`src/rtl/snake_pkg.sv`:
```
`default_nettype none
// ============================================================================
// Module      : snake_pkg
// Description : Shared encodings for the snake game blocks: game and collision
//               state codes, score FSM states, seven-segment map and a
//               saturating 3-digit BCD increment helper.
// Revision    : 1.0 - initial release
// ============================================================================
package snake_pkg;

  // Game FSM encodings driven by the top-level game controller
  localparam logic [1:0] IDLE      = 2'b00;
  localparam logic [1:0] PLAY      = 2'b01;
  localparam logic [1:0] GAME_OVER = 2'b11;

  // Collision detector encodings
  localparam logic [1:0] COLLISION       = 2'b01;
  localparam logic [1:0] APPLE_COLLECTED = 2'b10;

  // Digit cell geometry in pixels
  localparam int DIGIT_W = 12;
  localparam int DIGIT_H = 20;

  // Segment bit order: [6]=a [5]=b [4]=c [3]=d [2]=e [1]=f [0]=g
  localparam logic [6:0] SEG_0     = 7'b1111110;
  localparam logic [6:0] SEG_1     = 7'b0110000;
  localparam logic [6:0] SEG_2     = 7'b1101101;
  localparam logic [6:0] SEG_3     = 7'b1111001;
  localparam logic [6:0] SEG_4     = 7'b0110011;
  localparam logic [6:0] SEG_5     = 7'b1011011;
  localparam logic [6:0] SEG_6     = 7'b1011111;
  localparam logic [6:0] SEG_7     = 7'b1110000;
  localparam logic [6:0] SEG_8     = 7'b1111111;
  localparam logic [6:0] SEG_9     = 7'b1111011;
  localparam logic [6:0] SEG_BLANK = 7'b0000000;

  // Score keeper FSM states
  typedef enum logic [1:0] {
    S_IDLE = 2'b00,
    S_RUN  = 2'b01,
    S_OVER = 2'b10
  } score_state_t;

  // Map a BCD digit to its lit segments; non-decimal codes are blank
  function automatic logic [6:0] seg_map(input logic [3:0] digit);
    case (digit)
      4'd0:    return SEG_0;
      4'd1:    return SEG_1;
      4'd2:    return SEG_2;
      4'd3:    return SEG_3;
      4'd4:    return SEG_4;
      4'd5:    return SEG_5;
      4'd6:    return SEG_6;
      4'd7:    return SEG_7;
      4'd8:    return SEG_8;
      4'd9:    return SEG_9;
      default: return SEG_BLANK;
    endcase
  endfunction

  // Add one to a 3-digit BCD value, rippling carries; 999 holds at 999
  function automatic logic [11:0] bcd_inc(input logic [11:0] value);
    logic [3:0] units;
    logic [3:0] tens;
    logic [3:0] hundreds;
    units    = value[3:0];
    tens     = value[7:4];
    hundreds = value[11:8];
    if (value == 12'h999) begin
      return value;
    end
    if (units == 4'd9) begin
      units = 4'd0;
      if (tens == 4'd9) begin
        tens     = 4'd0;
        hundreds = hundreds + 4'd1;
      end else begin
        tens = tens + 4'd1;
      end
    end else begin
      units = units + 4'd1;
    end
    return {hundreds, tens, units};
  endfunction

endpackage
`default_nettype wire

```
`src/rtl/score_digit.sv`:
```
`default_nettype none
// ============================================================================
// Module      : score_digit
// Description : Combinational seven-segment pixel test for one 12x20 digit
//               cell. lx/ly are cell-local coordinates already range checked
//               by the caller.
// Revision    : 1.0 - initial release
// ============================================================================
module score_digit
  import snake_pkg::*;
(
  input  logic [3:0] digit,
  input  logic [3:0] lx,
  input  logic [4:0] ly,
  output logic       lit
);

  logic [6:0] w_seg;
  logic       w_left;
  logic       w_right;
  logic       w_upper;
  logic       w_lower;
  logic       w_on_a;
  logic       w_on_b;
  logic       w_on_c;
  logic       w_on_d;
  logic       w_on_e;
  logic       w_on_f;
  logic       w_on_g;

  assign w_seg   = seg_map(digit);

  // Vertical strokes are 2 px wide at each edge; the halves overlap on the g band
  assign w_left  = (lx <= 4'd1);
  assign w_right = (lx >= 4'd10);
  assign w_upper = (ly <= 5'd10);
  assign w_lower = (ly >= 5'd9);

  assign w_on_a  = w_seg[6] && (ly <= 5'd1);
  assign w_on_b  = w_seg[5] && w_right && w_upper;
  assign w_on_c  = w_seg[4] && w_right && w_lower;
  assign w_on_d  = w_seg[3] && (ly >= 5'd18);
  assign w_on_e  = w_seg[2] && w_left && w_lower;
  assign w_on_f  = w_seg[1] && w_left && w_upper;
  assign w_on_g  = w_seg[0] && (ly >= 5'd9) && (ly <= 5'd10);

  assign lit = w_on_a | w_on_b | w_on_c | w_on_d | w_on_e | w_on_f | w_on_g;

endmodule
`default_nettype wire

```
`src/rtl/score_keeper.sv`:
```
`default_nettype none
// ============================================================================
// Module      : score_keeper
// Description : Keeps a 3-digit BCD score and high score driven by the game
//               FSM and collision detector, and draws the score as three
//               seven-segment digits in the top-right of the frame.
// Revision    : 1.0 - initial release
// ============================================================================
module score_keeper
  import snake_pkg::*;
#(
  parameter int         BIT         = 10,
  parameter int         X_START     = 560,
  parameter int         Y_START     = 8,
  parameter int         DIGIT_PITCH = 16,
  parameter logic [2:0] SCORE_RGB   = 3'b110
) (
  input  logic           clk,
  input  logic           reset,
  input  logic [1:0]     game_state,
  input  logic [1:0]     collision_state,
  input  logic [BIT-1:0] x_pos,
  input  logic [BIT-1:0] y_pos,
  output logic [11:0]    score,
  output logic [11:0]    high_score,
  output logic           score_active,
  output logic [2:0]     rgb
);

  score_state_t r_state;
  logic [11:0]  r_score;
  logic [11:0]  r_high;
  logic [1:0]   r_prev_game;
  logic [1:0]   r_prev_collision;
  logic         w_inc;
  logic         w_play_edge;
  logic [2:0]   w_cell_lit;

  // One-cycle history of both status inputs for edge detection
  always_ff @(posedge clk or negedge reset) begin
    if (!reset) begin
      r_prev_game      <= IDLE;
      r_prev_collision <= 2'b00;
    end else begin
      r_prev_game      <= game_state;
      r_prev_collision <= collision_state;
    end
  end

  // A held APPLE_COLLECTED only counts on its first cycle
  assign w_inc       = (collision_state == APPLE_COLLECTED) &&
                       (r_prev_collision != APPLE_COLLECTED);
  assign w_play_edge = (game_state == PLAY) && (r_prev_game != PLAY);

  // Score FSM: clear on game start, count apples while running, latch best on game over
  always_ff @(posedge clk or negedge reset) begin
    if (!reset) begin
      r_state <= S_IDLE;
      r_score <= 12'h000;
      r_high  <= 12'h000;
    end else begin
      case (r_state)
        S_IDLE: begin
          if (w_play_edge) begin
            r_score <= 12'h000;
            r_state <= S_RUN;
          end
        end
        S_RUN: begin
          // The increment lands even on the game-over cycle so S_OVER sees it
          if (w_inc) begin
            r_score <= bcd_inc(r_score);
          end
          if (game_state == GAME_OVER) begin
            r_state <= S_OVER;
          end else if (game_state == IDLE) begin
            r_state <= S_IDLE;
          end
        end
        S_OVER: begin
          // Packed BCD orders the same as binary, so a plain compare suffices
          if (r_score > r_high) begin
            r_high <= r_score;
          end
          r_state <= S_IDLE;
        end
        default: r_state <= S_IDLE;
      endcase
    end
  end

  assign score      = r_score;
  assign high_score = r_high;

  for (genvar gi = 0; gi < 3; gi++) begin : g_digit
    localparam logic [BIT-1:0] c_x0 = BIT'(X_START + gi * DIGIT_PITCH);
    localparam logic [BIT-1:0] c_y0 = BIT'(Y_START);

    logic       w_in_cell;
    logic [3:0] w_lx;
    logic [4:0] w_ly;
    logic       w_lit;

    assign w_in_cell = (x_pos >= c_x0) && (x_pos < c_x0 + BIT'(DIGIT_W)) &&
                       (y_pos >= c_y0) && (y_pos < c_y0 + BIT'(DIGIT_H));

    // Subtract only once inside the cell so no wrapped offset can alias in
    assign w_lx = w_in_cell ? 4'(x_pos - c_x0) : 4'd0;
    assign w_ly = w_in_cell ? 5'(y_pos - c_y0) : 5'd0;

    score_digit u_digit (
      .digit (r_score[11-4*gi -: 4]),
      .lx    (w_lx),
      .ly    (w_ly),
      .lit   (w_lit)
    );

    assign w_cell_lit[gi] = w_in_cell && w_lit;
  end

  assign score_active = |w_cell_lit;
  assign rgb          = score_active ? SCORE_RGB : 3'b000;

endmodule
`default_nettype wire

```
`config.mk`:
```
export PLATFORM = sky130hd
export DESIGN_NAME = score_keeper
export DESIGN_NICKNAME = d
export VERILOG_FILES = /design/src/rtl/snake_pkg.sv /design/src/rtl/score_digit.sv /design/src/rtl/score_keeper.sv
export SDC_FILE = /design/constraint.sdc
export NUM_CORES = 1
export LEC_CHECK = 0
export CAP_MARGIN = 20
export CORE_UTILIZATION = 40
export CTS_CLUSTER_DIAMETER = 80
export CTS_CLUSTER_SIZE = 24
export DETAILED_ROUTE_END_ITERATION = 6
export DONT_BUFFER_PORTS = 1
export SLEW_MARGIN = 20
export SYNTH_ARGS = -nofsm -noshare
export SYNTH_HDL_FRONTEND = slang
export SYNTH_SLANG_ARGS = --single-unit
```
`constraint.sdc`:
```
create_clock -name clk -period 2.9 [get_ports clk]
set_input_delay 0.58 -clock clk [delete_from_list [all_inputs] [get_ports clk]]
set_output_delay 0.58 -clock clk [all_outputs]
set_load 0.1 [all_outputs]
```
==> results.txt <==
Status: complete, but fails checks
Failing checks: setup timing
Synth area leader: dfrtp_1
Max-slew violation count: 0
Clock skew: 8.137 ps
Top cells by count, synth: nand2_1, dfrtp_1, ha_1
Pwr Total: 0.002531 W
CP Max Fanout: 5
Area of the multi-input gates: 1627 um2
Ant diodes: 0
DRC: 0
Global-route met2 utilization: 32.91%
Vias in the first global route: 2073
Post-synthesis sequential area ratio: 30.60%
Leakage: 1.343 nW
Effective utilization at floorplan: 41.44%
Inserted Clock Buffers: 5
H-tree levels: 2
Setup Crit Path Kind: flop to output pin
Total gr overflow: 0
Syn avg cell area: 8.461 um2
Clk root buf: clkbuf_8
Share of the synthesized area in the top cell type: 30.60%
Syn nets: 343
Post-Synthesis Cell Area: 2454 um2
Finished Cell Area: 3050 um2
Number of synthesized flops with an enable pin: 0
Clock Tree Buf Depth: 2
Final setup vio count: 3
Worst vdd ir: 535.6 uV
FF+latch count, synth: 30
DR pass1 iterations: 4
Register area: 785.8 um2
Slew HR: 47.40%
Cell with the most instances after synthesis: nand2_1
P&R area growth vs syn: 24.32%
Ports: 54
Setup ws final: -118.6 ps
GRT Util Overall: 19.46%
Filler Cells Inserted: 560
Most used routing layer: met2
CTS tree: done
Via density: 5.484
Startpoint class of the critical path: flop
Clock-pin slew on the worst setup and hold paths: 70 ps
Worst path cell trace: ha_4 > and2_4 > o21ai_1 > a21oi_1 > o31ai_1 > a22oi_1 > o22ai_1 > a41o_4 > buf_16
Final nets: 376
Setup crit start: score[8]
DRT antenna net count: 0
Max Freq: 331.3 MHz
Unrepaired setup endpoints after global routing: true
Die W: 80.32 um
Asr flop ratio synth: 100.0%
Core area: 5921 um2
Crit. End Element: output pin
Placed instance area: 2836 um2
Min cycle time layout: 3019 ps
Worst slew pin tran: 778.7 ps
Clk sink count: 30
Worst R2R Path Depth: 9
Final worst path period share: 104.1%
Yosys warns: 0
Maxcap violations: 0
Die area: 6451 um2
Distinct cell type count of the synthesized netlist: 66
Buf/Inv on CP: 1
Post-DP HPWL: 4465 um
Total Wirelength: 5778 um
Crit-path slowest cell: dfrtp_4
Pwr dens: 829.8 nW/um2
Worst hold-check path type: input pin to asynchronous set/reset pin
Vias: 2188
CP required: 2320 ps
GRT met1 Usage: 24.76%
Initial antenna violation count: 0
Dominant synthesized flop cell: dfrtp_1
CP max stage delay: 530 ps
Critical Path AT: 2440 ps
Largest net degree at the start of global routing: 31
GPL Wtd Cong: 0.8079
Met3 Use GR: 4.659%
Port Buffers: 0
Layout cell share with drive strength beyond 1: 29.32%
WL/cell: 14.48 um
Top post-synthesis cells by area: dfrtp_1, ha_1, nand2_1
Critical path depth in cells: 9
Cell family with most CP delay: compound AO/OA/AOI/OAI gates
First-pass GRT wire length: 9680 um
Clock Latency Late Sink: 280 ps
# rows: 28
Cell count after synthesis: 290
Final Hold Viols: 0
Die extent in y: 80.32 um
DRT iter0 DRCs: 114
FF-to-FF Start: score[9]
[state kept, by name, indices dropped and copies added, names as in the netlist]
signal	count
r_prev_collision	2
high_score	12
r_prev_game	2
score	12
r_state	2
[area by class of cell]
| cell class | instances | area share, % |
|---|---|---|
| Clock buffer | 8 | 2.953 |
| Inverter | 27 | 3.815 |
| Multi-Input combinational cell | 220 | 53.32 |
| Sequential cell | 30 | 25.76 |
| Tap cell | 75 | 3.076 |
| Timing Repair Buffer | 39 | 11.07 |
[layer usage]
layer,vias up,share of wire [%]
li1,1107,-
met1,1018,45
met2,57,48
met3,6,5.5
met4,0,0.87
met5,-,0
[final timing paths]
check,to,slack (ps)
min reg2reg,high_score[4],550
min,high_score[5],110
max,rgb[1],-120
max in group asynchronous,score[11],2590
min in group clk,r_prev_game[1],330
max reg2reg,high_score[11],260
[logic make-up after synthesis]
family	after synthesis	share of synthesized area, %
flops	30	30.60
simple gates	96	21.93
other cells	1	0.1528
buf+inv	40	7.343
mux	2	0.9178
fa+ha+maj	27	13.77
compound gates	93	24.94
xor+xnor	1	0.3570
[cells in the final DEF (no fill, tap or decap), types with 5 or more instances in the layout]
cell type	instances
inv_1	20
buf_4	36
dfrtp_1	18
a21oi_1	18
nand3_1	9
dfrtp_4	8
clkbuf_8	6
o21ai_0	15
o21ai_1	15
nor2_1	15
o22ai_1	5
nand2_1	31
ha_1	23
[report_power, final]
group          switching (W)  internal, W
Clock               0.000160     0.000193
Combinational        0.00104     0.000516
Sequential          0.000107     0.000515
[through the flow]
stage / cells / worst slack (ps) / util [%] / TNS, ps / hold slack [ps]
2_1_floorplan: 290 / -36.24 / - / -72.47 / 284.4
3_3_place_gp: 383 / 76.39 / 47.91 / 0 / 285.1
3_5_place_dp: 383 / 23.81 / 47.91 / 0 / 285.1
4_1_cts: 398 / -110.5 / 51.20 / -279.7 / 113.1
5_1_grt: 399 / -236.5 / 51.52 / -640.5 / 107.8
6_report: 399 / -118.6 / 51.52 / -290.7 / 106.6
[what timing repair did]
action | CTS | global route
pin swaps | 2 | 1
gates resized for setup | 9 | 3
buffers inserted | 6 | 1
setup endpoints to repair | 3 | 3
hold endpoints to repair | 30 | 0
hold buffers | 1 | 0
Note: power is estimated with default switching activity, not from simulation.
